===== config.mk =====
export PLATFORM = sky130hd
export DESIGN_NAME = klingon_glyph_encoder
export DESIGN_NICKNAME = d
export VERILOG_FILES = /design/src/rtl/klingon_pkg.sv /design/src/rtl/klingon_sync.sv /design/src/rtl/klingon_glyph_encoder.sv
export SDC_FILE = /design/constraint.sdc
export NUM_CORES = 1
export LEC_CHECK = 0
export CORE_AREA = 2 2 60 62
export DETAILED_ROUTE_END_ITERATION = 12
export DIE_AREA = 0 0 62 64
export PLACE_DENSITY = 0.74
export SLEW_MARGIN = 20
export SYNTH_ARGS = -nofsm -noshare
export SYNTH_HDL_FRONTEND = slang
export SYNTH_SLANG_ARGS = --single-unit
export TNS_END_PERCENT = 10

===== constraint.sdc =====
create_clock -name clk -period 5.35 [get_ports clk]
set_input_delay 1.07 -clock clk [delete_from_list [all_inputs] [get_ports clk]]
set_output_delay 1.07 -clock clk [all_outputs]
set_load 0.02 [all_outputs]

===== src/rtl/klingon_pkg.sv =====
// Shared Klingon glyph definitions: segment table, result payload and encoder FSM states.
package klingon_pkg;

  localparam int unsigned SEG_W     = 7;
  localparam int unsigned DIGIT_W   = 4;
  localparam int unsigned CNT_W     = 8;
  localparam int unsigned NUM_GLYPH = 10;

  localparam logic [DIGIT_W-1:0] DIGIT_ERR = 4'hF;
  localparam logic [SEG_W-1:0]   SEG_BLANK = 7'h00;

  // Segment pattern for each digit, bit0=a .. bit6=g.
  localparam logic [SEG_W-1:0] KLINGON_GLYPH [0:NUM_GLYPH-1] = '{
    7'h3F, 7'h30, 7'h5B, 7'h4F, 7'h66,
    7'h6D, 7'h7D, 7'h07, 7'h7F, 7'h6F
  };

  typedef enum logic [1:0] {
    IDLE,
    SETTLE,
    EMIT,
    WAIT_CHANGE
  } klingon_state_e;

  typedef struct packed {
    logic               err;
    logic [DIGIT_W-1:0] digit;
  } glyph_res_t;

  // Reverse table lookup; unknown patterns map to DIGIT_ERR with err set.
  function automatic glyph_res_t glyph_lookup(input logic [SEG_W-1:0] seg);
    glyph_res_t r;
    r.err   = 1'b1;
    r.digit = DIGIT_ERR;
    for (int i = 0; i < int'(NUM_GLYPH); i++) begin
      if (seg == KLINGON_GLYPH[i]) begin
        r.err   = 1'b0;
        r.digit = DIGIT_W'(i);
      end
    end
    return r;
  endfunction

endpackage


===== src/rtl/klingon_sync.sv =====
// Multi-bit flop-chain synchronizer for a quasi-static asynchronous bus.
module klingon_sync #(
  parameter int unsigned WIDTH  = 7,
  parameter int unsigned STAGES = 2
) (
  input  logic             clk,
  input  logic             rst_n,
  input  logic [WIDTH-1:0] d,
  output logic [WIDTH-1:0] q
);

  logic [WIDTH-1:0] stage [STAGES];

  always_ff @(posedge clk or negedge rst_n) begin
    if (!rst_n) begin
      for (int i = 0; i < int'(STAGES); i++) stage[i] <= '0;
    end else begin
      stage[0] <= d;
      for (int i = 1; i < int'(STAGES); i++) stage[i] <= stage[i-1];
    end
  end

  assign q = stage[STAGES-1];

endmodule


===== src/rtl/klingon_glyph_encoder.sv =====
// Recovers a Klingon digit from a debounced front-panel segment pattern and
// hands each newly stable glyph downstream once over a valid/ready port.
module klingon_glyph_encoder
  import klingon_pkg::*;
#(
  parameter int unsigned STABLE_CYCLES = 4,
  parameter int unsigned SYNC_STAGES   = 2
) (
  input  logic               clk,
  input  logic               rst_n,
  input  logic [SEG_W-1:0]   seg_in,
  input  logic               out_ready,
  output logic               out_valid,
  output logic [DIGIT_W-1:0] out_digit,
  output logic               out_err,
  output logic               overrun
);

  // A single stable sample is enough when STABLE_CYCLES is 1, so skip SETTLE.
  localparam klingon_state_e LOAD_STATE = (STABLE_CYCLES <= 1) ? EMIT : SETTLE;

  logic [SEG_W-1:0] seg_s;
  logic [SEG_W-1:0] seg_q;
  klingon_state_e   state, state_nxt;
  logic [CNT_W-1:0] cnt, cnt_nxt;
  logic             last_c;
  glyph_res_t       res_c;

  klingon_sync #(
    .WIDTH (SEG_W),
    .STAGES(SYNC_STAGES)
  ) u_sync (
    .clk  (clk),
    .rst_n(rst_n),
    .d    (seg_in),
    .q    (seg_s)
  );

  assign last_c = (9'(cnt) + 9'd1) >= 9'(STABLE_CYCLES);
  assign res_c  = glyph_lookup(seg_q);

  // Next-state and debounce counter.
  always_comb begin
    state_nxt = state;
    cnt_nxt   = cnt;
    unique case (state)
      IDLE: begin
        if (seg_s != SEG_BLANK) begin
          cnt_nxt   = CNT_W'(1);
          state_nxt = LOAD_STATE;
        end
      end
      SETTLE: begin
        if (seg_s != seg_q) begin
          if (seg_s == SEG_BLANK) begin
            state_nxt = IDLE;
          end else begin
            cnt_nxt   = CNT_W'(1);
            state_nxt = LOAD_STATE;
          end
        end else if (last_c) begin
          state_nxt = EMIT;
        end else begin
          cnt_nxt = cnt + CNT_W'(1);
        end
      end
      EMIT: begin
        state_nxt = WAIT_CHANGE;
      end
      WAIT_CHANGE: begin
        if (seg_s != seg_q) begin
          if (seg_s == SEG_BLANK) begin
            state_nxt = IDLE;
          end else begin
            cnt_nxt   = CNT_W'(1);
            state_nxt = LOAD_STATE;
          end
        end
      end
      default: state_nxt = IDLE;
    endcase
  end

  always_ff @(posedge clk or negedge rst_n) begin
    if (!rst_n) begin
      state <= IDLE;
      cnt   <= '0;
      seg_q <= SEG_BLANK;
    end else begin
      state <= state_nxt;
      cnt   <= cnt_nxt;
      seg_q <= seg_s;
    end
  end

  // Result register: a new result may replace one leaving this cycle, else it is dropped.
  always_ff @(posedge clk or negedge rst_n) begin
    if (!rst_n) begin
      out_valid <= 1'b0;
      out_digit <= '0;
      out_err   <= 1'b0;
      overrun   <= 1'b0;
    end else if (state == EMIT) begin
      if (!out_valid || out_ready) begin
        out_valid <= 1'b1;
        out_digit <= res_c.digit;
        out_err   <= res_c.err;
      end else begin
        overrun <= 1'b1;
      end
    end else if (out_valid && out_ready) begin
      out_valid <= 1'b0;
    end
  end

endmodule


==> results of run 1 <==
-- how the worst max path moves through the flow --
stage               startpoint            to
global placement     out_ready  out_digit[3]
detailed placement      cnt[0]        cnt[6]
finish                 out_err       out_err
global route            cnt[0]        cnt[4]
CTS                    out_err       out_err
floorplan               cnt[0]        cnt[2]
-- sequential cells by signal, summed over array words and instances, names as in the netlist, 4 cells and up, named ones only --
name / flops
cnt: 8
seg_q: 7
u_sync.q: 7
u_sync.stage: 7
out_digit: 4
-- cells by family after synthesis --
logic type,synth area share
flip-flops,0.550
AO/OA/AOI/OAI,0.125
buffers and inverters,0.0542
adder cells (fa/ha/maj),0.0145
XOR/XNOR,0.0651
AND/OR/NAND/NOR,0.192
-- stage by stage --
step	util	setup slack (ps)	hold slack, ps	power, uW	instances
after detailed placement	0.568	3050	335	338	204
after global routing	0.583	2830	364	496	210
after floorplan	-	3390	331	327	150
after global placement	0.568	3200	333	336	204
after CTS	0.583	2960	357	479	210
final	0.583	2970	355	474	210
-- placed cells by master (no fill, tap or decap), types with 2 or more instances in the layout --
master / instances
nand4_1: 5
nand2b_1: 4
and2_1: 6
clkdlybuf4s50_1: 15
a21o_1: 2
nor4_1: 2
nand3_1: 5
nor3_1: 6
and3_1: 2
nand2_1: 14
o31ai_1: 5
ha_1: 2
xor2_1: 5
a21oi_1: 3
inv_1: 4
dfrtp_1: 38
o41ai_1: 2
xnor2_1: 6
nor2_1: 4
o211ai_1: 3
clkbuf_4: 5
o21ai_0: 6
-- power by group through the flow --
stage / clock [uW] / combinational [uW] / sequential [uW]
global placement: 0 / 25.2 / 311
finish: 143 / 25.5 / 306
CTS: 147 / 26.3 / 306
floorplan: 0 / 21.8 / 305
global route: 159 / 29.1 / 308
detailed placement: 0 / 26.2 / 311
-- routing by layer --
metal  vias up  global-route usage  routed length, um
met2        20               0.280               1490
met1       548               0.238               1250
met3         7              0.0567                117
met5         -                   0                  0
met4         0              0.0718                 73
li1        559                   -                  -
-- final cells by class --
| class | count | area share |
|---|---|---|
| inverter | 4 | 0.00784 |
| clock buffer | 6 | 0.0268 |
| timing repair buffer | 16 | 0.0810 |
| tap | 46 | 0.0300 |
| multi-input combinational | 100 | 0.358 |
| sequential | 38 | 0.496 |
==> metrics.md, run 1 <==
| Metric | Value |
|---|---|
| Status | complete, no violations |
| Number of global-route vias before repair | 1151 |
| DRC | 0 |
| Setup TNS Final | 0 ps |
| Post-Route WL | 2940 um |
| RSZ-0062 raised after global routing | no |
| Clock sinks | 38 |
| Synth cell count leaders | 38 x dfrtp_1, 14 x nand2_1 |
| Worst r2r src | cnt[0] |
| Via count | approximately 1100 |
| Die Y | 64 um |
| Core area | 3280 um^2 |
| Top cell type's share of synthesized area | 0.550 |
| Asr flop ratio synth | 1.00 |
| Critical path, cell by cell | clkdlybuf4s50_1 |
| Max cap viols | 0 |
| Critical path fanouts, max | 2 |
| Synth top area cells | dfrtp_1 55%, buf_6 3.9%, nand2_1 3.0%, xnor2_1 3.0%, xor2_1 2.5% |
| Syn_nets | 162 |
| CTS tree | yes |
| First-pass GRT wire length | 5330 um |
| Flops & latches, synth | 38 |
| Synth Flop Type | dfrtp_1 |
| Clk_skew | ~11 ps |
| Postcts setup bufs | 0 |
| Number of fillers in the final layout | 280 |
| Final Hold Fails | 0 |
| Reg area | between 900 and 1000 um^2 |
| Most common cell in the netlist | dfrtp_1 |
| Psw | 107 uW |
| Max-slew violations | 0 |
| Diode count | 0 |
| WP buf/inv | 1 |
| Post-cts resize count | 0 |
| Crit. End Element | primary output |
| I/O Buffers | 16 |
| Vias/cell | 5.40 |
| Final nets | 177 |
| Class of the worst hold path | reg2reg |
| Cell area after placement | 1860 um^2 |
| Synthesized area per cell | approximately 12 um^2 |
| Ports | 17 |
| GRT Total Usage | 0.183 |
| Required @ worst endpoint | 4280 ps |
| Sequential-to-total area share from yosys stat | 0.550 |
| Multi-input logic area | about 690 um^2 |
| Worst slew pin tran | 781 ps |
| Remaining global-route overflow | 0 |
| CP Depth | 1 |
| Gpl congestion | 0.856 |
| Peak VDD IR | 0.149 mV |
| EDFF count, synth | 0 |
| Crit start category | flop |
| Latest clock arrival within the worst-skew pair | 330 ps |
| Hold buffer count at CTS | 0 |
| Reg2reg setup slack | 3010 ps |
| Clock root buffer | clkbuf_4 |
| Area growth from synthesis to layout | 10.7% |
| Htree depth | 2 |
| CP top delay family | buffers and inverters |
| Reg2reg path depth | 7 |
| Final setup viols | 0 |
| Starting DRT DRC Count | 93 |
| Cell area after layout | 1920 um^2 |
| Yosys top cell by area | dfrtp_1 |
| Clock Tree Buf Depth | 2 |
| Hold Startpoint | u_sync.stage[8] |
| Critical path arrival | 1310 ps |
| Lkg Pwr | 0.000793 uW |
| Wirelength per Cell | 14.0 um |
| WHS Endpoint | u_sync.q[1] |
| DR pass1 iterations | 4 |
| Initial antenna violation count | 0 |
| Synthesized cell area | 1730 um^2 |
| Slowest stage delay, CP | 600 ps |
| Post-route ant nets | 0 |
| Critical path type | reg2out |
| Internal | 367 uW |
| DP Wirelength | 2120 um |
| Post-synth cell types | around 40 |
| Sw Ratio | 0.225 |
| Crit share post-route | 0.444 |
| Initial core utilization | 0.527 |
| Fraction of layout cells with a size suffix above 1 | 0.0793 |
| Largest net degree at the start of global routing | 39 |
| Max transition margin | 0.479 |
| Ys Warns | 0 |
| Die Wd | roughly 62 um |
| Reg clk slew, reported paths | approximately 110 ps |
| Part of the power in registers | 0.645 |
| Row count | 21 |
| FMAX | 0.421 GHz |
| Clock power frac | 0.301 |
| Slowest-stage cell, CP | clkdlybuf4s50_1 |
| Pwr Density | between 200 and 250 nW/um^2 |
| Gate Count Post-Synth | 150 |
| FF-to-FF End | cnt[4] |
| Comb pwr share | 0.054 |
| Hold Crit Depth | 0 |
| Die Outline Area | 3970 um^2 |
| TritonCTS buffer count | 5 |
| Period minus WS final | about 2400 ps |
(Power assumes the default switching activity.)
==> run 2, diff against run 1 <==
==> constraint.sdc (replaced) <==
create_clock -name clk -period 2.3 [get_ports clk]
set_input_delay 0.46 -clock clk [delete_from_list [all_inputs] [get_ports clk]]
set_output_delay 0.46 -clock clk [all_outputs]
set_load 0.02 [all_outputs]
==> run 2 against run 1 <==
Effect of this change:
- utilization up 0.38 points
- count of clock-buffer cells in the layout unchanged
- hold slack worse by 170 ps
- critical path depth up 6
- final cell count up 0.95%
- via count up 1.9%
- highest routed layer unchanged
==> metrics.md, run 2 (synthesis results as in run 1) <==
| Metric | Value |
|---|---|
| Post-cts resize count | 0 (unchanged) |
| Final Hold Fails | 0 (unchanged) |
| Cell area after layout | 1930 um^2 (was 1920 um^2) |
| Die Outline Area | 3970 um^2 (unchanged) |
| Post-Route WL | 2910 um (was 2940 um) |
| Slowest-stage cell, CP | dfrtp_1 (was clkdlybuf4s50_1) |
| Lkg Pwr | 0.000797 uW (was 0.000793 uW) |
| Via count | 1155 (was 1134) |
| Reg2reg setup slack | 220 ps (was 3010 ps) |
| DP Wirelength | 2100 um (was 2120 um) |
| Most frequent cells in the layout | 38 x dfrtp_1, 15 x clkdlybuf4s50_1, 14 x nand2_1 (unchanged) |
| Final setup viols | 0 (unchanged) |
| First-pass GRT wire length | 5050 um (was 5330 um) |
| Core area | 3280 um^2 (unchanged) |
| Critical path type | reg2reg (was reg2out) |
| Diode count | 0 (unchanged) |
| Vias/cell | 5.45 (was 5.40) |
| Period minus WS final | between 2000 and 2500 ps |
| Multi-input logic area | 686 um^2 (unchanged) |
| Worst r2r src | cnt[0] (unchanged) |
| Clock root buffer | clkbuf_4 (unchanged) |
| Clock Tree Buf Depth | 2 (unchanged) |
| Reg clk slew, reported paths | 120 ps (was 110 ps) |
| Reg area | 951 um^2 (unchanged) |
| Wirelength per Cell | 13.7 um (was 14.0 um) |
| DRC | 0 (unchanged) |
| Latest clock arrival within the worst-skew pair | 340 ps (was 330 ps) |
| Status | complete, no violations (unchanged) |
| WP buf/inv | 0 (was 1) |
| Largest register FFs | 8 (unchanged) |
| GRT Total Usage | 0.175 (was 0.183) |
| Post-route ant nets | 0 (unchanged) |
| Max cap viols | 0 (unchanged) |
| Number of fillers in the final layout | 287 (was 280) |
| RSZ-0062 raised after global routing | no (unchanged) |
| Fraction of layout cells with a size suffix above 1 | 0.0904 (was 0.0793) |
| Max transition margin | 0.467 (was 0.479) |
| Hold buffer count at CTS | 0 (unchanged) |
| Most common cell after layout, fill and taps aside | dfrtp_1 (unchanged) |
| TritonCTS buffer count | 5 (unchanged) |
| Starting DRT DRC Count | 57 (was 93) |
| Clk_skew | 9.04 ps (was 11.4 ps) |
| Max-slew violations | 0 (unchanged) |
| Initial core utilization | 0.527 (unchanged) |
| DR pass1 iterations | 4 (unchanged) |
| Required @ worst endpoint | 2540 ps (was 4280 ps) |
| Htree depth | 2 (unchanged) |
| Die Y | 64 um (unchanged) |
| Slowest stage delay, CP | 490 ps (was 600 ps) |
| Total chip power | 1140 uW (was 474 uW) |
| Largest register by flop count | cnt (unchanged) |
| Die Wd | 62 um (unchanged) |
| I/O Buffers | 16 (unchanged) |
| Largest net degree at the start of global routing | 39 (unchanged) |
| Reg2reg path depth | 7 (unchanged) |
| Crit. End Element | flop (was primary output) |
| Postcts setup bufs | 0 (unchanged) |
| Remaining global-route overflow | 0 (unchanged) |
| Ports | 17 (unchanged) |
| Initial antenna violation count | 0 (unchanged) |
| Gpl congestion | 0.865 (was 0.856) |
| Clock sinks | 38 (unchanged) |
| Final worst slack | 220 ps (was 2970 ps) |
| Number of global-route vias before repair | 1147 (was 1151) |
| Critical path arrival | 2320 ps (was 1310 ps) |
| FF-to-FF End | cnt[2] (was cnt[4]) |
| CP top delay family | simple AND/OR/NAND/NOR gates (was buffers and inverters) |
| Worst slew pin tran | 800 ps (was 781 ps) |
| Class of the worst hold path | in2async (was reg2reg) |
| Crit share post-route | 0.905 |
| Pwr Density | 591 nW/um^2 (was 247 nW/um^2) |
| Row count | 21 (unchanged) |
| Final Util | 0.587 (was 0.583) |
| Final nets | 177 (unchanged) |
| FMAX | 0.481 GHz |
| Crit start category | flop (unchanged) |
| DP Worst Slack | 142 ps (was 3050 ps) |
| Peak VDD IR | 0.403 mV (was 0.149 mV) |
| Area growth from synthesis to layout | 11.4% (was 10.7%) |
| Cell area after placement | 1860 um^2 (unchanged) |
| Critical path fanouts, max | 8 (was 2) |
| Critical path, cell by cell | ha_1 -> xor2_1 -> nor3_1 -> o211ai_1 -> nor4_4 -> a31oi_4 -> and2_1 (was clkdlybuf4s50_1) |
| CTS tree | yes (unchanged) |
| Setup TNS Final | 0 ps (unchanged) |
==> run 2: cell types whose count changed in the layout (fill, tap and decap cells not counted) <==
cell,delta
clkinvlp_4,+1
clkinv_2,+1
==> run 2: metal layers <==
layer  track usage  up-vias  routed length (um)
li1              -      560                   -
met1         0.195      563                1190
met2         0.298       27                1550
met3        0.0486        5                 106
met4        0.0798        0                  67
met5             0        -                   0
==> run 2: how the worst max path moves through the flow <==
stage,start,end,cells after the start
2_1_floorplan,cnt[0],cnt[2],7
3_3_place_gp,cnt[0],cnt[6],7
3_5_place_dp,cnt[0],cnt[5],7
4_1_cts,cnt[0],cnt[2],7
5_1_grt,cnt[0],cnt[5],7
6_report,cnt[0],cnt[2],7
==> run 2: per-stage QoR <==
| step | cells | hold WS (ps) |
|---|---|---|
| 6_report | 212 | 186 |
| 5_1_grt | 212 | 250 |
| 4_1_cts | 212 | 214 |
| 3_5_place_dp | 204 | 336 |
| 3_3_place_gp | 204 | 331 |
| 2_1_floorplan | 150 | 164 |
==> run 2: worst register-to-register path: cells and delay by family (launching register included) <==
kind                     cells  cell delay (ps)
AO/OA/AOI/OAI                2              340
XOR/XNOR                     1              150
AND/OR/NAND/NOR              3              700
adder cells (fa/ha/maj)      1              290
flip-flops                   1              490
==> run 2: area by class of cell <==
class / instances / area share
Tap cell: 46 / 0.0299
Sequential cell: 38 / 0.493
Multi-Input combinational cell: 100 / 0.356
Clock buffer: 6 / 0.0266
Timing Repair Buffer: 16 / 0.0805
Clock inverter: 2 / 0.00649
Inverter: 4 / 0.00779
==> run 2: power breakdown <==
group | internal (uW) | switching [uW] | leakage, uW
Sequential | 687 | 25.1 | 0.000467
Combinational | 29.2 | 29.7 | 0.000296
Clock | 147 | 221 | 0.0000343
